File: config.mk
export PLATFORM = sky130hd
export DESIGN_NAME = sid_write_scheduler
export DESIGN_NICKNAME = d
export VERILOG_FILES = /design/src/rtl/sid_write_scheduler.sv
export SDC_FILE = /design/constraint.sdc
export NUM_CORES = 1
export LEC_CHECK = 0
export ABC_AREA = 0
export BUFFER_PORTS_ARGS = -buffer_cell sky130_fd_sc_hd__buf_2
export CELL_PAD_IN_SITES_DETAIL_PLACEMENT = 1
export CELL_PAD_IN_SITES_GLOBAL_PLACEMENT = 1
export CORE_MARGIN = 3
export CORE_UTILIZATION = 40
export CTS_CLUSTER_SIZE = 25
export DETAILED_ROUTE_END_ITERATION = 7
export PLACE_DENSITY = 0.64
export SYNTH_ARGS = -nofsm -noshare
export SYNTH_HDL_FRONTEND = slang
export SYNTH_SLANG_ARGS = --single-unit
File: constraint.sdc
create_clock -name vga_clk -period 3.3 [get_ports vga_clk]
set_clock_uncertainty 0.1 [all_clocks]
set_input_delay 0.66 -clock vga_clk [delete_from_list [all_inputs] [get_ports vga_clk]]
set_output_delay 0.66 -clock vga_clk [all_outputs]
set_load 0.01 [all_outputs]
File: src/rtl/sid_write_scheduler.sv
// Round-robin write scheduler for the sid8580 core. It merges host and J1 register writes
// into a small FIFO and retires them one per 1 MHz clock-enable tick derived from vga_clk.
module sid_write_scheduler #(
  parameter int DIV     = 50,
  parameter int DEPTH   = 8,
  parameter int LASTREG = 24
) (
  input  logic                       vga_clk,
  input  logic                       reset,
  input  logic                       a_valid,
  input  logic [4:0]                 a_addr,
  input  logic [7:0]                 a_data,
  output logic                       a_ready,
  input  logic                       b_valid,
  input  logic [4:0]                 b_addr,
  input  logic [7:0]                 b_data,
  output logic                       b_ready,
  output logic                       ce_1m,
  output logic                       sid_we,
  output logic [4:0]                 sid_addr,
  output logic [7:0]                 sid_data,
  output logic [$clog2(DEPTH):0]     fifo_level,
  output logic                       drop_err,
  input  logic                       clr_err
);

  localparam int PW = $clog2(DEPTH);
  localparam int LW = PW + 1;

  logic [7:0]    tick_cnt;
  logic [PW-1:0] wr_ptr;
  logic [PW-1:0] rd_ptr;
  logic [LW-1:0] level;
  logic          rr_b;
  logic [12:0]   mem [DEPTH];

  logic          not_full;
  logic          gnt_a;
  logic          gnt_b;
  logic          gnt;
  logic [4:0]    win_addr;
  logic [7:0]    win_data;
  logic          in_range;
  logic          push;
  logic          drop;
  logic          pop;
  logic [12:0]   head;

  // Ready looks only at the registered level, so a same-cycle pop never frees a slot early.
  assign not_full = (level < LW'(DEPTH));
  assign gnt_a    = a_valid & not_full & (~b_valid | ~rr_b);
  assign gnt_b    = b_valid & not_full & (~a_valid | rr_b);
  assign gnt      = gnt_a | gnt_b;
  assign a_ready  = not_full & ~gnt_b;
  assign b_ready  = not_full & ~gnt_a;

  assign win_addr = gnt_a ? a_addr : b_addr;
  assign win_data = gnt_a ? a_data : b_data;
  assign in_range = (win_addr <= 5'(LASTREG));
  assign push     = gnt & in_range;
  assign drop     = gnt & ~in_range;

  assign ce_1m    = (tick_cnt == 8'(DIV - 1));
  assign pop      = ce_1m & (level != '0);
  assign head     = mem[rd_ptr];
  assign sid_we   = pop;
  assign sid_addr = pop ? head[12:8] : 5'd0;
  assign sid_data = pop ? head[7:0]  : 8'd0;

  assign fifo_level = level;

  // Storage holds no control meaning, so it is left out of reset.
  always_ff @(posedge vga_clk) begin
    if (push) mem[wr_ptr] <= {win_addr, win_data};
  end

  always_ff @(posedge vga_clk or posedge reset) begin
    if (reset) begin
      tick_cnt <= '0;
      wr_ptr   <= '0;
      rd_ptr   <= '0;
      level    <= '0;
      rr_b     <= 1'b0;
      drop_err <= 1'b0;
    end else begin
      tick_cnt <= ce_1m ? 8'd0 : tick_cnt + 8'd1;
      if (push) wr_ptr <= wr_ptr + PW'(1);
      if (pop)  rd_ptr <= rd_ptr + PW'(1);
      case ({push, pop})
        2'b10:   level <= level + LW'(1);
        2'b01:   level <= level - LW'(1);
        default: level <= level;
      endcase
      if (gnt) rr_b <= gnt_a;
      if (drop)         drop_err <= 1'b1;
      else if (clr_err) drop_err <= 1'b0;
    end
  end

endmodule

## Yosys cells after proc, flatten, opt, wreduce, memory -nomap -nowiden

Memory sizes are Yosys's and may differ from the RTL's.
Index checks and enable logic that the tools add are counted.

- RAM bits: 104
- Word-level logic and storage cells: 48
- Memories: 1
- Bits in latches: 0
- Input port bits: 31
- Output and inout bits: 22
- Bits in read-only memories: 0
- Register bits: 20

Memory list:

| name | words | bits a word | read ports | clocked after memory_dff | write ports | line | text |
|---|---|---|---|---|---|---|---|
| mem | 8 | 13 | 1 | 0 | 1 | 35 | `logic [12:0] mem [DEPTH];` |

- Multipliers: 0
- Div/mod/pow operators: 0
- Add/sub/neg operators: 5
- Reductions and logical operators: 3
- Equal/unequal tests: 3
- Bitwise gates (word level): 18
- Mux-type cells: 10
- Shift operators: 0
- Magnitude comparators: 2

Operators by type and width:

| kind | count |
|---|---|
| $mux 8 | 3 |
| $mux 5 | 2 |
| $and 1x1->1 | 9 |
| $add 8x1->8 const B | 1 |
| $eq 8x6->1 const B | 1 |
| $pmux 4 s2 | 1 |
| $add 3x1->3 const B | 2 |
| $not 1->1 | 6 |
| $le 5x5->1 const B | 1 |
| $add 4x1->4 const B | 1 |
| $lt 4x4->1 const B | 1 |
| $mux 1 | 4 |
| $reduce_bool 2->1 | 2 |
| $reduce_bool 4->1 | 1 |
| $sub 4x1->4 const B | 1 |
| $or 1x1->1 | 3 |
| $eq 2x1->1 const B | 1 |
| $eq 2x2->1 const B | 1 |

## Longest topological paths before layout

- Word-level depth: 8
- Gate-level depth with buffers: 14
- Gate-level depth less buffers: 13

## Worst setup path after synthesis

OpenSTA, ideal clock, no wires.

- Path type: in2reg
- Start: input b_addr[0]
- End: memory mem[2][0] (enable)
- Path slack: 0.163 ns
- Buffers on the path: 0
- Stages on the path: 4
- Data required time: 2.798 ns
- Library setup time: 0.402 ns
- Data arrival time: 2.635 ns
- Cell sequence: o311a_4 a2111oi_4 o21bai_2 nor3b_1

- Cells in the longest elaborated chain, start to end: 5

RTL lines:

| element | line | text |
|---|---|---|
| start, declared | 15 | `input logic [4:0] b_addr,` |
| $mux 5 | 57 | `assign win_addr = gnt_a ? a_addr : b_addr;` |
| $le 5x5->1 | 59 | `assign in_range = (win_addr <= 5'(LASTREG));` |
| $and 1x1->1 | 60 | `assign push = gnt & in_range;` |
| $mux 1 | 74 | `if (push) mem[wr_ptr] <= {win_addr, win_data};` |
| $mux 1 (implied by the code) | 74 |  |
| end, declared | 35 |  |

No other way between the ends.

## Worst setup path in the final report

- Start: register tick_cnt[1]
- End: output sid_data[6]

- Cells in the longest elaborated chain, start to end: 3

RTL lines:

| element | line | text |
|---|---|---|
| start, declared | 30 | `logic [7:0] tick_cnt;` |
| start signal, assigned | 86 | `tick_cnt <= ce_1m ? 8'd0 : tick_cnt + 8'd1;` |
| $eq 8x6->1 | 63 | `assign ce_1m = (tick_cnt == 8'(DIV - 1));` |
| $and 1x1->1 | 64 | `assign pop = ce_1m & (level != '0);` |
| $mux 8 | 68 | `assign sid_data = pop ? head[7:0] : 8'd0;` |
| end, declared | 21 | `output logic [7:0] sid_data,` |

No other way between the ends.

==> flow_metrics.py <==
metrics = {
    "run_status": {
        "outcome": "finished clean",
    },
    "grt": {
        "antenna_found_initial": 0,
        "grt_pass1_wl_um": 18200,
        "grt_start_max_net_pins": 29,
        "grt_overflow": 0,
        "first_global_vias": 3106,
        "grtUsageTotal_pct": 17.3,
    },
    "worst_setup_path": {
        "path_class": "reg -> out",
        "crit_path_top_delay_cell": "dfrtp_1",
        "worstPathCellList": "inv_1 -> ha_1 -> nor4b_2 -> nor3b_4 -> nand2_2 -> buf_4 -> nor2_1 -> buf_2",
        "critPathTopFamily": "simple AND/OR/NAND/NOR gates",
        "critPathArrivalTime_ns": 2.27,
        "cp-start-kind": "register",
        "cp_max_fo": 15,
        "endpoint_kind": "output port",
        "crit_buf_inv": 3,
        "worstPathRequired_ns": 2.54,
        "slowest_delay_ns": 0.43,
    },
    "clock_tree": {
        "clock_sinks": 124,
        "postCtsResizedCells": 0,
        "postCtsSetupBuffers": 0,
        "clk_path_buf_depth": 2,
        "clk_pin_slew_ns": 0.06,
        "clock_latency_ns": 0.42,
        "htreeDepth": 4,
        "ctsHoldBuffers": 0,
        "cts_tree": "done",
        "root_buffer": "clkbuf_16",
        "cts_inserted_buffers": 17,
    },
    "floorplanning": {
        "core_um2": 12800,
        "ioPinCount": 53,
        "rows": 41,
        "die-area_um2": 14600,
        "initial_core_util_pct": 41.3,
        "die_y_um": 121,
        "fp.dieW_um": 121,
    },
    "timing": {
        "clock.fmax_mhz": 330,
        "timing.hold.ws_ns": 0.269,
        "hold_viol_final": 0,
        "timing.final.crit_share_pct": 91.8,
        "rsz0062_at_grt": "no",
        "worst_slew_margin_rel_pct": 48.6,
        "finalSetupTns_ns": 0,
        "finalCriticalPeriod_ns": 3.03,
        "final_max_slew_viol_count": 0,
        "setup_viol_count_final": 0,
        "tightest_slew_ns": 0.771,
    },
    "yosys": {
        "yosys.area.top_type_share_pct": 59.2,
        "syn_avg_cell_area_um2": 18.1,
        "yosysSeqAreaShare_pct": 68.7,
        "yosysTopAreaCell": "edfxtp_1",
        "ys_seq_elements": 124,
        "synthTopCellsByArea": "edfxtp_1, mux4_2, dfrtp_1",
        "synth_ff_type": "edfxtp_1",
        "yosysWarnings": 0,
        "synth.distinct_cells": 43,
        "postSynthNetCount": 329,
        "synth_area_um2": 5270,
        "async_reset_ff_share_pct": 16.1,
        "synth_edf_count": 104,
        "synth_cells": 291,
    },
    "cells_and_area": {
        "syn_to_final_growth_pct": 23.4,
        "diodes": 0,
        "drive_gt1_share_pct": 40.8,
        "final_net_count": 405,
        "final_cell_area_um2": 6500,
    },
    "power_and_ir_drop": {
        "switchingPower_mw": 1.28,
        "p_int_mw": 3.66,
        "switching_share_pct": 25.8,
        "powerDensity_nw_per_um2": 759,
        "p_leak_nw": 2.29,
        "p_comb_share_pct": 17.4,
        "clock_power_share_pct": 39.8,
        "peakVddDrop_v": 0.000463,
        "p_seq_share_pct": 42.7,
    },
    "drt": {
        "first_iter_violations": 111,
        "vias": 2856,
        "wl_um": 11600,
        "ant_nets": 0,
        "via_per_inst": 5.17,
        "dr.pass1.iters": 4,
        "drc": 0,
        "wl_per_cell_um": 21.0,
    },
    "placement": {
        "io_buffers": 52,
        "place_congestion": 0.733,
        "placed_cell_area_um2": 5870,
        "dp_hpwl_um": 7200,
    },
    "flow_run": {
        "maxCapViolCount": 0,
    },
    "hold_path": {
        "hold_class": "in -> async",
    },
}
final timing paths:
kind,from,endpoint,slack [ns],depth (start not counted)
setup / recovery,tick_cnt[1]$_DFF_PP0_,sid_data[6],0.27,8
hold / removal,reset,tick_cnt[1]$_DFF_PP0_,0.27,2
setup reg to reg,tick_cnt[1]$_DFF_PP0_,fifo_level[2]$_DFFE_PP0P_,0.57,13
hold reg to reg,tick_cnt[7]$_DFF_PP0_,tick_cnt[7]$_DFF_PP0_,0.40,1
max in group asynchronous,reset,rd_ptr[0]$_DFFE_PP0P_,2.30,2
min in group vga_clk,clr_err,drop_err$_DFFE_PP0P_,0.35,2
Yosys cell counts (2+ instances only):
cell type / instances
a21oi_1: 3
buf_1: 2
buf_2: 5
buf_4: 2
clkbuf_1: 3
dfrtp_1: 20
edfxtp_1: 104
ha_1: 7
inv_1: 5
mux2_2: 14
mux2i_1: 14
mux4_2: 26
nand2_1: 10
nand2_2: 2
nand2b_1: 2
nand3_1: 5
nor2_1: 20
nor3_1: 4
nor3b_1: 4
o21ai_0: 3
xnor2_1: 10
xor2_1: 5
cell usage in the layout, fill, tap and decap left out, types with 14 or more instances in the layout:
cell type / synthesis / final
dfrtp_1: 20 / 19
buf_2: 5 / 52
mux4_2: 26 / 26
buf_4: 2 / 16
nor2_1: 20 / 20
clkbuf_16: 0 / 17
mux2i_1: 14 / 14
edfxtp_1: 104 / 104
mux2_2: 14 / 14
metrics by stage:
stage	setup WS, ns	util, %	power, mW	std cells
after floorplan	0.163	-	2.65	291
after global placement	0.272	46.0	2.98	520
after detailed placement	0.138	46.0	3.02	520
after CTS	0.196	50.9	5.01	552
after global routing	0.104	50.9	5.17	552
final	0.270	50.9	4.94	552
per-layer routing:
| layer | track usage [%] | share of wire (%) |
|---|---|---|
| met5 | 0 | 0 |
| met4 | 5.95 | 1.4 |
| met3 | 4.54 | 3.9 |
| met2 | 29.1 | 52 |
| met1 | 22.0 | 43 |
power groups by stage:
stage | registers, mW | clock network (mW) | logic [mW]
2_1_floorplan | 2.09 | 0 | 0.564
3_3_place_gp | 2.12 | 0 | 0.853
3_5_place_dp | 2.14 | 0 | 0.878
4_1_cts | 2.11 | 2.01 | 0.887
5_1_grt | 2.14 | 2.08 | 0.957
6_report | 2.11 | 1.97 | 0.861
flip-flops by register name (all words and copies together), names as in the netlist:
register and count:
wr_ptr 3, rr_b 1, drop_err 1, mem 104, fifo_level 4, rd_ptr 3
tick_cnt 8
logic make-up after synthesis:
logic type / share of synthesized area [%]
XOR/XNOR: 2.49
AO/OA/AOI/OAI: 2.75
adder cells (fa/ha/maj): 1.66
flip-flops: 68.7
multiplexers: 17.3
buffers and inverters: 1.57
AND/OR/NAND/NOR: 5.53
layout make-up:
cell class	instances	area, um2
clock buffers	17	425
clock inverters	15	203
fillers	1200	6270
inverters	5	18.8
multi-input cells	149	1600
flip-flops and latches	124	3620
well taps	172	215
repair buffers	70	420
Power figures use the tool's default switching activity.
